[src/rtl/mixer_pkg.sv]
// mixer_pkg
// Shared definitions for the multichannel mixer: FSM state encoding,
// accumulator sizing helper and the channel-count ceiling.
package mixer_pkg;

  localparam int MIXER_MAX_CHANNELS = 60;

  // Wide enough to index any legal channel count.
  localparam int IDX_W = $clog2(MIXER_MAX_CHANNELS);

  typedef logic [1:0] state_t;

  localparam state_t ST_IDLE = 2'd0;
  localparam state_t ST_MAC  = 2'd1;
  localparam state_t ST_SAT  = 2'd2;

  // Each term carries BITSIZE+2 significant bits (a full-scale negative
  // sample times a full-scale negative gain gives +2^BITSIZE after the
  // shift). Summing ch of them needs clog2(ch) more bits.
  function automatic int acc_width(input int bits, input int ch);
    return bits + $clog2(ch) + 2;
  endfunction

endpackage

[src/rtl/mixer_sat.sv]
// mixer_sat
// Reduces the mixer accumulator to an output-width sample.
//   acc  in   ACC_W    signed accumulator
//   sat  out  BITSIZE  signed reduced sample
// Build option MIXER_SATURATE_EN: clamp to the signed BITSIZE range.
// Without it the low BITSIZE bits are passed through (two's-complement wrap).
module mixer_sat #(
  parameter int BITSIZE = 16,
  parameter int ACC_W   = 20
) (
  input  logic [ACC_W-1:0]   acc,
  output logic [BITSIZE-1:0] sat
);

`ifdef MIXER_SATURATE_EN
  logic fits;

  // The value fits when every bit from the output sign bit upward is a
  // copy of the accumulator sign.
  assign fits = (&acc[ACC_W-1:BITSIZE-1]) | ~(|acc[ACC_W-1:BITSIZE-1]);

  assign sat = fits          ? acc[BITSIZE-1:0] :
               acc[ACC_W-1]  ? {1'b1, {(BITSIZE-1){1'b0}}} :
                               {1'b0, {(BITSIZE-1){1'b1}}};
`else
  logic unused_hi;

  assign unused_hi = ^acc[ACC_W-1:BITSIZE];
  assign sat       = acc[BITSIZE-1:0];
`endif

endmodule

[src/rtl/multichannel_mixer.sv]
// multichannel_mixer
// Frame-based gain-weighted mixer. A rising lrclk (seen against its
// registered copy) snapshots all samples and gains, then one channel per
// bclk is multiplied and accumulated, and the reduced sum is registered.
//   bclk      in   1                 sole clock
//   reset     in   1                 asynchronous active-high reset
//   lrclk     in   1                 frame strobe, sampled as data
//   in_bus    in   CHANNELS*BITSIZE  packed signed samples
//   gain_bus  in   CHANNELS*BITSIZE  packed signed Q1.(BITSIZE-2) gains
//   out       out  BITSIZE           signed mixed sample, held between updates
//   out_valid out  1                 one-cycle pulse when out updates
//   overrun   out  1                 one-cycle pulse when a frame is aborted
// Build option MIXER_SATURATE_EN: clamp the result instead of wrapping.
//
// state | meaning
// IDLE  | waiting for a frame start
// MAC   | accumulating channel idx (CHANNELS cycles)
// SAT   | reducing the accumulator into out
import mixer_pkg::*;

module multichannel_mixer #(
  parameter int BITSIZE  = 16,
  parameter int CHANNELS = 8
) (
  input  logic                         bclk,
  input  logic                         reset,
  input  logic                         lrclk,
  input  logic [CHANNELS*BITSIZE-1:0]  in_bus,
  input  logic [CHANNELS*BITSIZE-1:0]  gain_bus,
  output logic [BITSIZE-1:0]           out,
  output logic                         out_valid,
  output logic                         overrun
);

  localparam int ACC_W = acc_width(BITSIZE, CHANNELS);
  localparam int PW    = 2 * BITSIZE;
  localparam logic [IDX_W-1:0] LAST_IDX = IDX_W'(CHANNELS - 1);

  if (CHANNELS < 1 || CHANNELS > MIXER_MAX_CHANNELS) begin : g_bad_channels
    $error("multichannel_mixer: CHANNELS must be in 1..%0d", MIXER_MAX_CHANNELS);
  end

  state_t                        state;
  logic                          lrclk_q;
  logic [IDX_W-1:0]              idx;
  logic [ACC_W-1:0]              acc;
  logic [CHANNELS*BITSIZE-1:0]   in_q;
  logic [CHANNELS*BITSIZE-1:0]   gain_q;

  logic                          frame_start;
  logic [BITSIZE-1:0]            cur_s;
  logic [BITSIZE-1:0]            cur_g;
  logic [PW-1:0]                 prod;
  logic signed [PW-1:0]          shifted;
  logic [ACC_W+PW-1:0]           term_wide;
  logic [ACC_W-1:0]              term;
  logic                          unused_term;
  logic [BITSIZE-1:0]            sat_out;

  assign frame_start = lrclk & ~lrclk_q;

  assign cur_s = in_q[int'(idx)*BITSIZE +: BITSIZE];
  assign cur_g = gain_q[int'(idx)*BITSIZE +: BITSIZE];

  // Operands are sign-extended to full product width so the low PW bits
  // of the multiply are the exact signed product.
  assign prod    = {{BITSIZE{cur_s[BITSIZE-1]}}, cur_s} *
                   {{BITSIZE{cur_g[BITSIZE-1]}}, cur_g};
  assign shifted = $signed(prod) >>> (BITSIZE - 2);

  // Sign-extend, then keep the accumulator width; the discarded upper bits
  // are sign copies because the term never exceeds BITSIZE+2 bits.
  assign term_wide   = {{ACC_W{shifted[PW-1]}}, shifted};
  assign term        = term_wide[ACC_W-1:0];
  assign unused_term = ^term_wide[ACC_W+PW-1:ACC_W];

  mixer_sat #(
    .BITSIZE (BITSIZE),
    .ACC_W   (ACC_W)
  ) u_sat (
    .acc (acc),
    .sat (sat_out)
  );

  always_ff @(posedge bclk or posedge reset) begin
    if (reset) begin
      state     <= ST_IDLE;
      lrclk_q   <= 1'b0;
      idx       <= '0;
      acc       <= '0;
      in_q      <= '0;
      gain_q    <= '0;
      out       <= '0;
      out_valid <= 1'b0;
      overrun   <= 1'b0;
    end else begin
      lrclk_q   <= lrclk;
      out_valid <= 1'b0;
      overrun   <= 1'b0;
      if (frame_start) begin
        // A start while busy abandons the running frame without touching out.
        in_q    <= in_bus;
        gain_q  <= gain_bus;
        acc     <= '0;
        idx     <= '0;
        state   <= ST_MAC;
        overrun <= (state != ST_IDLE);
      end else begin
        case (state)
          ST_MAC: begin
            acc <= acc + term;
            if (idx == LAST_IDX) begin
              state <= ST_SAT;
            end else begin
              idx <= idx + 1'b1;
            end
          end
          ST_SAT: begin
            out       <= sat_out;
            out_valid <= 1'b1;
            state     <= ST_IDLE;
          end
          default: begin
            state <= ST_IDLE;
          end
        endcase
      end
    end
  end

endmodule

[config.mk]
export PLATFORM = sky130hd
export DESIGN_NAME = multichannel_mixer
export DESIGN_NICKNAME = d
export VERILOG_FILES = /design/src/rtl/mixer_pkg.sv /design/src/rtl/mixer_sat.sv /design/src/rtl/multichannel_mixer.sv
export SDC_FILE = /design/constraint.sdc
export NUM_CORES = 2
export LEC_CHECK = 0
export BUFFER_PORTS_ARGS = -buffer_cell sky130_fd_sc_hd__buf_2
export CELL_PAD_IN_SITES_DETAIL_PLACEMENT = 1
export CELL_PAD_IN_SITES_GLOBAL_PLACEMENT = 1
export CORE_MARGIN = 8
export CORE_UTILIZATION = 49
export DETAILED_ROUTE_END_ITERATION = 10
export HOLD_SLACK_MARGIN = 0.02
export PLACE_DENSITY_LB_ADDON = 0.1
export SLEW_MARGIN = 15
export SYNTH_ARGS = -nofsm -noshare
export SYNTH_HDL_FRONTEND = slang
export SYNTH_SLANG_ARGS = --single-unit
[constraint.sdc]
create_clock -name bclk -period 26.7 [get_ports bclk]
set_input_delay 2.67 -clock bclk [delete_from_list [all_inputs] [get_ports bclk]]
set_output_delay 2.67 -clock bclk [all_outputs]
set_load 0.05 [all_outputs]
# ---- Yosys cells after proc, flatten, opt, wreduce, memory -nomap -nowiden
# Cells that the tools add are included.
dict set report classes {
  n_addsub 2
  mul 1
  eq_ne 5
  shift 2
  muxes 11
  n_bitwise 3
  reduce_logical 4
}
# operator count
set op_table {}
lappend op_table {{$shiftx 128x11->16} 2}
lappend op_table {{$mux 21} 2}
lappend op_table {{$mul 16x16->32} 1}
lappend op_table {{$add 21x21->21} 1}
lappend op_table {{$mux 6} 3}
lappend op_table {{$add 6x1->6 const B} 1}
lappend op_table {{$eq 6x3->1 const B} 1}
lappend op_table {{$mux 2} 3}
lappend op_table {{$reduce_and 2->1} 2}
lappend op_table {{$reduce_bool 2->1} 2}
lappend op_table {{$mux 1} 3}
lappend op_table {{$ne 3x3->1 const B} 1}
lappend op_table {{$eq 2x1->1 const B} 1}
lappend op_table {{$eq 2x2->1 const B} 1}
lappend op_table {{$ne 2x2->1 const B} 1}
lappend op_table {{$not 1->1} 2}
lappend op_table {{$and 1x1->1} 1}
dict set report totals {
  ff_bits 304
  output_inout_bits 18
}

# ---- Depth between registers and ports, before layout
dict set report logic_depth {
  ltp_word 5
  ltp_mapped 39
}

# ---- Hierarchy
# Synthesis repeated with hierarchy kept, for this count alone.
dict set report unflattened {
  cells_unflattened 2566
  area_unflattened_um2 23587.6
}
# module n_inst cells_each area_per_inst_um2 seq_area_each_um2
set modules_own_cells {}
lappend modules_own_cells {multichannel_mixer 1 2550 23467.5 7607.3}
lappend modules_own_cells {mixer_sat 1 16 120.1 0.0}

# ---- Worst setup path before layout
# OpenSTA, ideal clock, no wires.
dict set report synth_timing {
  path_type {register to register}
  from {register idx[0]}
  to {register acc[15]}
  setup_ns 0.078
  arrival_time_ns 8.982
  slack_ns 17.640
  path_stages_with_launch 37
  path_buffers 5
  period_less_slack_ns 9.060
  cell_sequence {dfrtp_1 buf_6 buf_6 buf_2 clkbuf_1 mux4_2 mux2_2 nand2_1 clkbuf_1 nor2_1 fa_1 inv_1 fa_1 fa_1 fa_1 inv_1 fa_1 inv_1 fa_1 inv_1 ha_1 a21o_1 a21o_1 a221o_1 a31oi_1 a21oi_1 a31oi_1 xnor2_1 ha_1 nand3_1 nor4b_1 nor3_1 o41ai_1 xnor2_1 xnor2_1 nand2_1 a21oi_1}
}
dict set report synth_between {
  elab_chain_len 5
}
# item line_no
set synth_rtl {}
lappend synth_rtl {{start: declaration} multichannel_mixer.sv:45} ;# logic [IDX_W-1:0] idx;
lappend synth_rtl {{start signal: assignment} multichannel_mixer.sv:115} ;# idx <= idx + 1'b1;
lappend synth_rtl {{$shiftx 128x11->16, on equally long branches} {multichannel_mixer.sv:62, multichannel_mixer.sv:63}}
lappend synth_rtl {{$mul 16x16->32 (*)} multichannel_mixer.sv:67} ;# assign prod = {{BITSIZE{cur_s[BITSIZE-1]}}, cur_s} *
lappend synth_rtl {{$add 21x21->21 (*)} multichannel_mixer.sv:111} ;# acc <= acc + term;
lappend synth_rtl {{$mux 21 (*)} multichannel_mixer.sv:109} ;# case (state)
lappend synth_rtl {{$mux 21 (*)} multichannel_mixer.sv:100} ;# if (frame_start) begin
lappend synth_rtl {{end signal: assignment} multichannel_mixer.sv:111}
lappend synth_rtl {{end: declaration} multichannel_mixer.sv:46} ;# logic [ACC_W-1:0] acc;
# Every way passes the cells marked *; elsewhere a longest branch is shown, timed or not. The select of a mux whose other input is x is not followed.
# A chain may end at the register's enable or synchronous reset.

# ---- Worst setup path in the final report
# Same ends and word-level chain as after synthesis.

==> results.sh <==
export IMPL_status="finished, final reports clean"
export IMPL_cp_data_required_time_ps=27140
export IMPL_synth_top_family_by_area="adder cells"
export IMPL_period_share_pct=39.0
export IMPL_ys_warn_count=0
export IMPL_rsz0062_at_grt="no"
export IMPL_rows=79
export IMPL_portBuffers=276
export IMPL_synth_edf_count=0
export IMPL_cts_tree="done"
export IMPL_syn_nets=3148
export IMPL_startpoint_type="flop"
export IMPL_dp_hpwl_mm=58.1
export IMPL_setup_violations=0
export IMPL_layout_common_cells="995 x nand2_1, 309 x inv_1, 296 x dfrtp_1"
export IMPL_numCtsBuffers=35
export IMPL_worstSetupEndpointType="flop"
export IMPL_die_width_um=232
export IMPL_cpMostUsedCell="inv_1"
export IMPL_synthSimpleGateAreaFrac_pct=21.0
export IMPL_die_h_um=232
export IMPL_cp_slowest_cell="buf_4"
export IMPL_min_path_type="reg2reg"
export IMPL_synth_top_area_cell="dfrtp_1"
export IMPL_relSlewSlack_pct=17.5
export IMPL_yosys_register_bits=299
export IMPL_synth_flop_cell="dfrtp_1"
export IMPL_crit_buf_inv=7
export IMPL_grt_pass1_vias=21300
export IMPL_netlist_cell_type_count=53
export IMPL_crit_type="reg2reg"
export IMPL_synthAdderAreaFrac_pct=26.8
export IMPL_first_pass_iters=5
export IMPL_critical_path_top_delay_family="adder cells"
export IMPL_cpPeakStageDelay_ps=740
export IMPL_cap_violations=0
export IMPL_path_max_fanout=45
export IMPL_route_detailed_drc=0
export IMPL_path_clk_slew_ps=60
export IMPL_finalCriticalPeriod_ps=10420
export IMPL_worstMarginPinSlew_ps=1240
export IMPL_diodes=0
export IMPL_synth_top_cell_area_share_pct=32.6
export IMPL_yosysSeqAreaShare_pct=32.6
export IMPL_synth_async_reset_ratio_pct=100
export IMPL_coreArea_um2=46400
export IMPL_routed_wl_mm=75.1
export IMPL_antenna_left=0
export IMPL_cts_max_path_buffers=3
export IMPL_crit_arrival_ps=10870
export IMPL_netlist_area_um2=22900
export IMPL_routabilityCongestion=0.907
export IMPL_cts_hold_buffers=0
export IMPL_placed_cells=3325
export IMPL_insertion_delay_ps=550
export IMPL_antenna_found_initial=2
export IMPL_start_util_pct=49.5
export IMPL_grt_overflow_total=0
export IMPL_fin_setup_tns_ps=0
export IMPL_post_cts_resized=0
export IMPL_postCtsSetupBuffers=0
export IMPL_final_hold_viol_count=0
export IMPL_fmax_mhz=95.9
export IMPL_yosys_top_cells_area="dfrtp_1 33%, fa_1 22%, nand2_1 16%"
export IMPL_final_nets=3356
export IMPL_syn_area_per_cell_um2=9.00
export IMPL_detail_route_iter0_violations=988
export IMPL_clock_sinks=299
export IMPL_synth_mux_area_share_pct=7.88
export IMPL_stdcell_count=3388
export IMPL_drive_gt1_share_pct=16.0
export IMPL_grt_max_degree=257
export IMPL_post_drt_wl_per_cell_um=22.2
export IMPL_clock_skew_ps=18.8
export IMPL_via_count=18400
export IMPL_grtUsageTotal_pct=28.7
export IMPL_dieArea_um2=54000
export IMPL_slew_viol_final=0
export IMPL_h_tree_depth=2
export IMPL_layout_commonest_cell="nand2_1"
export IMPL_synth_cells=2547
export IMPL_synth_xor_area_share_pct=1.59
export IMPL_root_buffer="clkbuf_16"
export IMPL_grt_pass1_wl_mm=120
export IMPL_area_growth_pct=13.0
export IMPL_ios=277
export IMPL_synth_compound_area_share_pct=2.88
export IMPL_viasPerCell=5.42
[final cells by class]
class,count,area [um2]
repair buffers,293,1520
fillers,5448,20400
flip-flops and latches,299,7490
clock inverters,11,126
multi-input cells,1816,13800
clock buffers,52,1030
well taps,607,759
inverters,310,1170
[state kept, by name (all words and copies together) (netlist names)]
| register | count |
|---|---|
| acc | 16 |
| gain_q | 128 |
| idx | 6 |
| in_q | 128 |
| lrclk_q | 1 |
| out | 16 |
| out_valid | 1 |
| overrun | 1 |
| state | 2 |
[metal layers]
| metal | GRT usage [%] | share of wire, % | vias to the layer above |
|---|---|---|---|
| met5 | 0 | 0.016 | - |
| met4 | 7.69 | 2.7 | 2 |
| met3 | 4.09 | 4.6 | 123 |
| met2 | 49.3 | 50 | 496 |
| met1 | 37.9 | 42 | 9514 |
| li1 | - | - | 8228 |
[through the flow]
stage          area (um2)  hold slack, ps  setup slack, ps  utilization (%)
4_1_cts             25900             473            16190             55.9
3_5_place_dp        24800             459            16270             53.4
5_1_grt             25900             490            15530             55.9
3_3_place_gp        24800             453            16470             53.4
6_report            25900             468            16280             55.9
2_1_floorplan       22900             437            15770                -
[synthesized netlist by cell type (2+ instances only)]
cell type	instances
xor2_1	11
a2111oi_0	2
o21a_1	6
o41ai_1	2
inv_1	310
nand2b_1	7
nor2_1	151
or2_2	3
nor3_1	19
a21oi_1	42
a221o_1	2
and3_1	4
xnor2_1	28
dfrtp_1	299
clkbuf_1	95
o211ai_1	2
nor2b_1	6
o21bai_1	3
buf_1	8
mux2_2	22
mux4_1	2
nand3_1	9
ha_1	94
o21ai_0	20
buf_2	16
nand2_1	995
mux4_2	62
and2_1	15
a211oi_1	4
mux2i_1	11
nand4_1	6
and2_0	2
buf_6	2
nand3b_1	6
a31oi_1	4
a21o_1	10
fa_1	248
or3_1	4
[cell families after synthesis]
kind of cell | count (synthesis)
multiplexers | 97
flip-flops | 299
buffers and inverters | 432
XOR/XNOR | 40
AO/OA/AOI/OAI | 106
AND/OR/NAND/NOR | 1231
adder cells (fa/ha/maj) | 342
[path summary, 6_finish.rpt]
check | end | slack (ps) | depth (start not counted) | start
max in group asynchronous | out[5] | 22260 | 4 | reset
worst min register to register | in_q[114] | 470 | 2 | in_q[114]
worst min-delay path | in_q[114] | 470 | 2 | in_q[114]
worst max register to register | acc[15] | 16280 | 35 | idx[0]
worst max-delay path | acc[15] | 16280 | 35 | idx[0]
min in group asynchronous | in_q[7] | 2240 | 2 | reset
[worst reg2reg max path, delay by kind of cell, from the launching register on]
kind	cells	cell delay (ps)
buffers and inverters	7	1080
and+or+nand+nor	6	1490
AOI/OAI and AO/OA	9	2470
adders and majority gates	8	3220
DFF	1	700
xor gates and xnor gates	3	430
muxes	2	940
Power is not shown: default switching activity piles up to over one toggle a cycle in this logic, so the estimate is an artifact.
